$ cat src/rtl/sa_skew_feeder.sv
// Operand skew feeder for the systolic array: diagonal delay lines, start pulse and drain-aware done.
// Optional macro SA_FEED_BUBBLE_CNT_EN adds O_BUBBLE_CNT (S_FEED cycles without an accepted beat).
module sa_skew_feeder #(
    parameter int D_W    = 8,
    parameter int SA_R   = 16,
    parameter int SA_C   = 16,
    parameter int K_LEN  = 16,
    parameter int PE_LAT = 1
) (
    input  logic                       I_CLK,
    input  logic                       I_ASYN_RST,
    input  logic                       I_START,
    input  logic                       I_VLD,
    output logic                       O_RDY,
    input  logic [SA_R-1:0][D_W-1:0]   I_A,
    input  logic [SA_C-1:0][D_W-1:0]   I_B,
    output logic                       O_SA_START,
    output logic [SA_R-1:0][D_W-1:0]   O_X,
    output logic [SA_C-1:0][D_W-1:0]   O_W,
    output logic                       O_BUSY,
    output logic                       O_DONE
`ifdef SA_FEED_BUBBLE_CNT_EN
    ,
    output logic [15:0]                O_BUBBLE_CNT
`endif
);

    // Drain time: last operand must cross the full diagonal of the array before done.
    localparam int FLUSH_CYC = SA_R + SA_C - 1 + PE_LAT * (SA_R + SA_C - 2);
    localparam int BCW = $clog2(K_LEN + 1);
    localparam int FCW = $clog2(FLUSH_CYC + 1);
    localparam logic [BCW-1:0] LAST_BEAT  = BCW'(K_LEN - 1);
    localparam logic [FCW-1:0] LAST_FLUSH = FCW'(FLUSH_CYC - 1);

    typedef enum logic [1:0] {S_IDLE, S_FEED, S_FLUSH, S_DONE} state_t;

    state_t         state_q, state_d;
    logic [BCW-1:0] beat_q;
    logic [FCW-1:0] flush_q;
    logic           rdy_q, sa_start_q, busy_q, done_q;
    logic           accept;

    logic signed [D_W-1:0] inj_a [SA_R];
    logic signed [D_W-1:0] inj_b [SA_C];

    assign accept = I_VLD & rdy_q;

    always_comb begin
        state_d = state_q;
        case (state_q)
            S_IDLE:  if (I_START) state_d = S_FEED;
            S_FEED:  if (accept && beat_q == LAST_BEAT) state_d = S_FLUSH;
            S_FLUSH: if (flush_q == LAST_FLUSH) state_d = S_DONE;
            S_DONE:  state_d = S_IDLE;
            default: state_d = S_IDLE;
        endcase
    end

    // Control outputs are registered from the next state so they line up with it.
    always_ff @(posedge I_CLK or posedge I_ASYN_RST) begin
        if (I_ASYN_RST) begin
            state_q    <= S_IDLE;
            beat_q     <= '0;
            flush_q    <= '0;
            rdy_q      <= 1'b0;
            sa_start_q <= 1'b0;
            busy_q     <= 1'b0;
            done_q     <= 1'b0;
        end else begin
            state_q    <= state_d;
            rdy_q      <= (state_d == S_FEED);
            busy_q     <= (state_d == S_FEED) || (state_d == S_FLUSH);
            done_q     <= (state_d == S_DONE);
            sa_start_q <= (state_q == S_IDLE) && I_START;
            if (state_q == S_IDLE)
                beat_q <= '0;
            else if (accept)
                beat_q <= beat_q + 1'b1;
            if (state_q == S_FLUSH)
                flush_q <= flush_q + 1'b1;
            else
                flush_q <= '0;
        end
    end

`ifdef SA_FEED_BUBBLE_CNT_EN
    function automatic logic [15:0] sat_inc(input logic [15:0] v);
        return (v == 16'hFFFF) ? v : v + 16'd1;
    endfunction

    logic [15:0] bub_q;

    always_ff @(posedge I_CLK or posedge I_ASYN_RST) begin
        if (I_ASYN_RST)
            bub_q <= '0;
        else if (state_q == S_IDLE && I_START)
            bub_q <= '0;
        else if (state_q == S_FEED && !accept)
            bub_q <= sat_inc(bub_q);
    end

    assign O_BUBBLE_CNT = bub_q;
`endif

    // Bubbles and flush cycles inject zeros so the diagonal alignment is never broken.
    always_comb begin
        for (int i = 0; i < SA_R; i++) inj_a[i] = accept ? I_A[i] : '0;
        for (int j = 0; j < SA_C; j++) inj_b[j] = accept ? I_B[j] : '0;
    end

    for (genvar i = 0; i < SA_R; i++) begin : g_row
        logic signed [D_W-1:0] sr_q [i+1];
        always_ff @(posedge I_CLK or posedge I_ASYN_RST) begin
            if (I_ASYN_RST) begin
                for (int s = 0; s <= i; s++) sr_q[s] <= '0;
            end else begin
                sr_q[0] <= inj_a[i];
                for (int s = 1; s <= i; s++) sr_q[s] <= sr_q[s-1];
            end
        end
        assign O_X[i] = sr_q[i];
    end

    for (genvar j = 0; j < SA_C; j++) begin : g_col
        logic signed [D_W-1:0] sr_q [j+1];
        always_ff @(posedge I_CLK or posedge I_ASYN_RST) begin
            if (I_ASYN_RST) begin
                for (int s = 0; s <= j; s++) sr_q[s] <= '0;
            end else begin
                sr_q[0] <= inj_b[j];
                for (int s = 1; s <= j; s++) sr_q[s] <= sr_q[s-1];
            end
        end
        assign O_W[j] = sr_q[j];
    end

    assign O_RDY      = rdy_q;
    assign O_SA_START = sa_start_q;
    assign O_BUSY     = busy_q;
    assign O_DONE     = done_q;

endmodule

$ cat config.mk
export PLATFORM = sky130hd
export DESIGN_NAME = sa_skew_feeder
export DESIGN_NICKNAME = d
export VERILOG_FILES = /design/src/rtl/sa_skew_feeder.sv
export SDC_FILE = /design/constraint.sdc
export NUM_CORES = 2
export LEC_CHECK = 0
export CAP_MARGIN = 20
export CORE_ASPECT_RATIO = 1.4
export CORE_MARGIN = 1.5
export CORE_UTILIZATION = 50
export DETAILED_ROUTE_END_ITERATION = 10
export PLACE_DENSITY = 0.77
export SLEW_MARGIN = 15
export SYNTH_ARGS = -nofsm -noshare
export SYNTH_HDL_FRONTEND = slang
export SYNTH_SLANG_ARGS = --single-unit
$ cat constraint.sdc
create_clock -name I_CLK -period 73 [get_ports I_CLK]
set_clock_uncertainty 0.05 [all_clocks]
set_input_delay 14.6 -clock I_CLK [delete_from_list [all_inputs] [get_ports I_CLK]]
set_output_delay 14.6 -clock I_CLK [all_outputs]
set_load 0.01 [all_outputs]
Yosys cells after proc, flatten, opt, wreduce, memory -nomap -nowiden
Cells that the tools add are included.
{"block": "op_classes", "mux": 39, "n_addsub": 2, "bitwise": 1, "n_reduce_logical": 5, "eq_ne": 8}
{"op": "$mux W8", "count": 32}
{"op": "$mux W5", "count": 2}
{"op": "$eq A2 B2 Y1 const B", "count": 4}
{"op": "$pmux W2 S4", "count": 1}
{"op": "$add A6 B1 Y6 const B", "count": 1}
{"op": "$eq A6 B6 Y1 const B", "count": 1}
{"op": "$mux W2", "count": 3}
{"op": "$mux W6", "count": 1}
{"op": "$add A5 B1 Y5 const B", "count": 1}
{"op": "$eq A5 B4 Y1 const B", "count": 1}
{"op": "$eq A2 B1 Y1 const B", "count": 2}
{"op": "$logic_and A1 B1 Y1", "count": 2}
{"op": "$logic_not A2 Y1", "count": 1}
{"op": "$reduce_bool A2 Y1", "count": 1}
{"op": "$and A1 B1 Y1", "count": 1}
{"op": "$logic_or A1 B1 Y1", "count": 1}
{"block": "totals", "wordCells": 334, "inputBits": 260, "reg_bits": 2193, "out_inout_bits": 260}

Depth between registers and ports, before layout
{"block": "depth", "depth_word": 6, "depth_mapped": 8, "depth_no_buf": 8}

Worst setup path after synthesis
Ideal clock, no wire load.
{"block": "synth_timing", "kind": "input to register", "from": "input port I_VLD", "to": "register busy_q (netlist: O_BUSY)", "arrival_ns": 15.512, "stages": 7, "setup_ns": 0.063, "path_slack_ns": 57.375, "t_required_ns": 72.887, "path_cell_list": "buf_4 buf_4 nand4_1 o21ai_0 o22ai_1 ha_1 inv_1"}
{"block": "synth_between", "elab_chain_cells": 6, "word_cells_on_any_way": 7}
{"item": "start: declaration", "line_no": "13", "source": "input logic I_VLD,"}
{"item": "$and A1 B1 Y1 (*)", "line_no": "46", "source": "assign accept = I_VLD & rdy_q;"}
{"item": "$logic_and A1 B1 Y1 (*)", "line_no": "52", "source": "S_FEED: if (accept && beat_q == LAST_BEAT) state_d = S_FLUSH;"}
{"item": "$mux W2 (*)", "line_no": "52"}
{"item": "$pmux W2 S4 (*)", "line_no": "50", "source": "case (state_q)"}
{"item": "$eq A2 B1 Y1 or $eq A2 B2 Y1 (tied branches)", "line_no": "72", "source": "busy_q <= (state_d == S_FEED) || (state_d == S_FLUSH);"}
{"item": "$logic_or A1 B1 Y1 (*)", "line_no": "72"}
{"item": "end signal: assignment", "line_no": "72"}
{"item": "end: declaration", "line_no": "40", "source": "logic rdy_q, sa_start_q, busy_q, done_q;"}
Every way passes the cells marked *; elsewhere a longest branch is shown, timed or not.
A chain may end at the register's enable or synchronous reset.

==> flow_metrics.tcl <==
set metrics [dict create \
    status "complete, no violations" \
    portBuffers 519 \
    tns_ns 0 \
    leakage_nw 35.0 \
    rsz0062_at_grt "no" \
    io_pins 520 \
    final_area_um2 70600 \
    start_kind "input pin" \
    grt_pass1_wl_um 162000 \
    synthCells 2803 \
    drtIter0Drc 1187 \
    cts-hold-fix-buffers 0 \
    dp_slack_ns 52.59 \
    post-dp-hpwl_um 58100 \
    grtUsageTotal 0.184 \
    drt-total-wl_um 106000 \
    reg2regPathDepth 3 \
    dr_total_vias 22400 \
    cp.required_ns 73.77 \
    layout_min_cycle_time_ns 18.64 \
    crit_type "input pin to asynchronous set/reset pin" \
    endpoint_kind "asynchronous set/reset pin" \
    cp_max_fo 197 \
    grt_max_degree 224 \
    dr.pass1.iters 4 \
    numCtsBuffers 181 \
    htreeDepth 4 \
    wire_per_inst_um 21.7 \
    power_frac_comb 0.037 \
    ys.warnings.count 0 \
    cts_resized 0 \
    final_net_count 3499 \
    fp.coreArea_um2 116000 \
    timing.rr.start "O_RDY" \
    path_clk_slew_ns 0.07 \
    sw_frac_of_total 0.217 \
    cts-root-buf "clkbuf_16" \
    hold_slack_ns 0.276 \
    rows 148 \
    grt-ovfl-total 0 \
    n_fill_cell 7549 \
    setup_viol 0 \
    place_congestion 0.770 \
    place_area_um2 64100 \
    ys_seq_area_frac 0.932 \
    drive_gt1_frac 0.0975 \
    grt_pass1_vias 26300 \
    crit_start "I_ASYN_RST" \
    ys_ff_latch 2193 \
    layoutNonFillerInstCount 4899 \
    ant_nets 0 \
    min_path_type "flip-flop to flip-flop" \
    syn_area_per_cell_um2 21.0 \
    fp.dieH_um 409 \
    ys_types 23 \
    synth_edf_count 0 \
    finalWorstSetupSlack_ns 54.36 \
    seq_power_share 0.556 \
    power_switching_w 0.000526 \
    clock_latency_ns 0.80 \
    cts_tree "done" \
    final_max_slew_viol_count 0 \
    antenna_found_initial 33 \
    cp_data_arrival_time_ns 19.41 \
    viasPerCell 4.57 \
    irDropWorstVdd_v 0.0000229 \
    start_util 0.505 \
    cts_buffer_depth 3 \
    relSlewSlack 0.350 \
    syn2layout_area_growth_pct 19.9 \
    cap_violations 0 \
    ys.flop_type "dfrtp_1" \
    cts.sinks 2193 \
    hold_viol_final 0 \
    dp.cells 4544 \
    async_flop_share 1.00 \
    max_freq_mhz 53.6 \
    worst_pin_slew_ns 0.974 \
    pwr_density_cell_nw_per_um2 34.4 \
    regToRegEndpoint "g_row[13].sr_q[106]" \
    dieArea_um2 120000 \
    reg2reg_slack_ns 69.96 \
    endpoint "O_X[45]" \
    drcViolationCount 0 \
    post-route-period-util 0.255 \
    synthesis.area_um2 58900 \
    cts_setup_buffers 0 \
    clock_power_share 0.407 \
    synth_fp_nets 3068 \
    die_w_um 293 \
    intPower_w 0.00190 \
]
cell usage in the layout (no fill, tap or decap), types with 2 or more instances in the layout:
cell type,n
a21oi_1,3
and2_1,2
and3_1,257
buf_12,7
buf_16,6
buf_4,11
buf_6,5
bufinv_16,9
clkbuf_1,37
clkbuf_16,183
clkbuf_8,47
clkdlybuf4s50_1,518
clkinv_16,5
clkinv_2,31
clkinv_4,3
clkinv_8,4
clkinvlp_4,7
dfrtp_1,2192
diode_2,14
ha_1,5
inv_1,6
inv_16,4
inv_6,3
inv_8,2
nand2_1,4
nand3_1,5
nor2_1,10
o21ai_0,3
o22ai_1,2
or3_1,2
xnor2_1,2
xor2_1,3
cell usage after synthesis, types with 2 or more instances:
cell type	instances	area share
o21ai_0	3	0.00026
inv_1	7	0.00045
nand2_1	4	0.00026
dfrtp_1	2193	0.93
nand3_1	5	0.00043
and2_1	2	0.00021
o22ai_1	2	0.00021
xor2_1	3	0.00045
and3_1	257	0.027
a21oi_1	3	0.00026
nor2_1	10	0.00064
clkbuf_1	50	0.0032
or3_1	2	0.00021
ha_1	5	0.0011
xnor2_1	2	0.00030
buf_4	248	0.032
state kept, by name, summed over array words and instances, names as in the netlist:
register,count
flush_q,6
g_col.sr_q,968
beat_q,5
O_SA_START,1
O_BUSY,1
O_RDY,1
O_X,120
state_q,2
O_W,120
O_DONE,1
g_row.sr_q,968
worst min path at each step:
stage / slack, ns / end / cells past startpoint / start
5_1_grt: 0.28 / g_row[13].sr_q[81] / 0 / g_row[13].sr_q[89]
4_1_cts: 0.27 / g_row[11].sr_q[48] / 0 / g_row[11].sr_q[56]
3_3_place_gp: 0.28 / g_col[5].sr_q[16] / 0 / g_col[5].sr_q[24]
3_5_place_dp: 0.28 / O_W[102] / 0 / g_col[12].sr_q[14]
2_1_floorplan: 0.28 / O_W[100] / 0 / g_col[12].sr_q[12]
6_report: 0.28 / g_row[13].sr_q[81] / 0 / g_row[13].sr_q[89]
critical path: stages:
cell,delay (ns)
clkdlybuf4s50_1,0.46
clkinvlp_4,0.42
buf_12,0.36
buf_12,0.76
buf_4,0.80
buf_12,0.52
buf_16,0.45
buf_6,0.70
routing by layer:
metal  global-route usage  part of all wire  up-vias  wire length [µm]
li1                     -                 -     9477                 -
met1                0.200              0.34    12000             36400
met2                0.322              0.54      612             57600
met3               0.0589             0.064      260              6770
met4               0.0949             0.049       26              5200
met5                    0            0.0015        -               155
kinds of logic (layout without fill, tap and decap cells):
group	after synthesis	after routing	share of synthesized area
flops	2193	2193	0.932
buf+inv	306	888	0.0354
fa+ha+maj	5	5	0.00106
xor+xnor	5	5	0.000744
other cells	0	14	0
simple gates	284	284	0.0295
compound gates	10	10	0.000978
power groups by stage:
stage               sequential [W]  combinational [W]  clock, W
global placement           0.00136          0.0000874         0
global route               0.00136          0.0000998   0.00106
CTS                        0.00135          0.0000911   0.00102
floorplan                  0.00137          0.0000534         0
finish                     0.00135          0.0000899  0.000988
detailed placement         0.00137          0.0000897         0
final cells by class:
cell class / instances / area (µm²) / area share
sequential: 2193 / 54900 / 0.778
timing repair buffer: 547 / 5630 / 0.0798
clock buffer: 267 / 5370 / 0.0760
multi-input combinational: 304 / 1900 / 0.0269
tap: 1500 / 1880 / 0.0266
clock inverter: 67 / 841 / 0.0119
antenna: 14 / 35.0 / 0.000497
inverter: 7 / 30.0 / 0.000426
through the flow:
step	utilization	power, W
3_5_place_dp	0.550	0.00146
4_1_cts	0.604	0.00246
2_1_floorplan	-	0.00142
6_report	0.606	0.00243
3_3_place_gp	0.550	0.00144
5_1_grt	0.606	0.00252
Note: power is estimated with default switching activity, not from simulation.
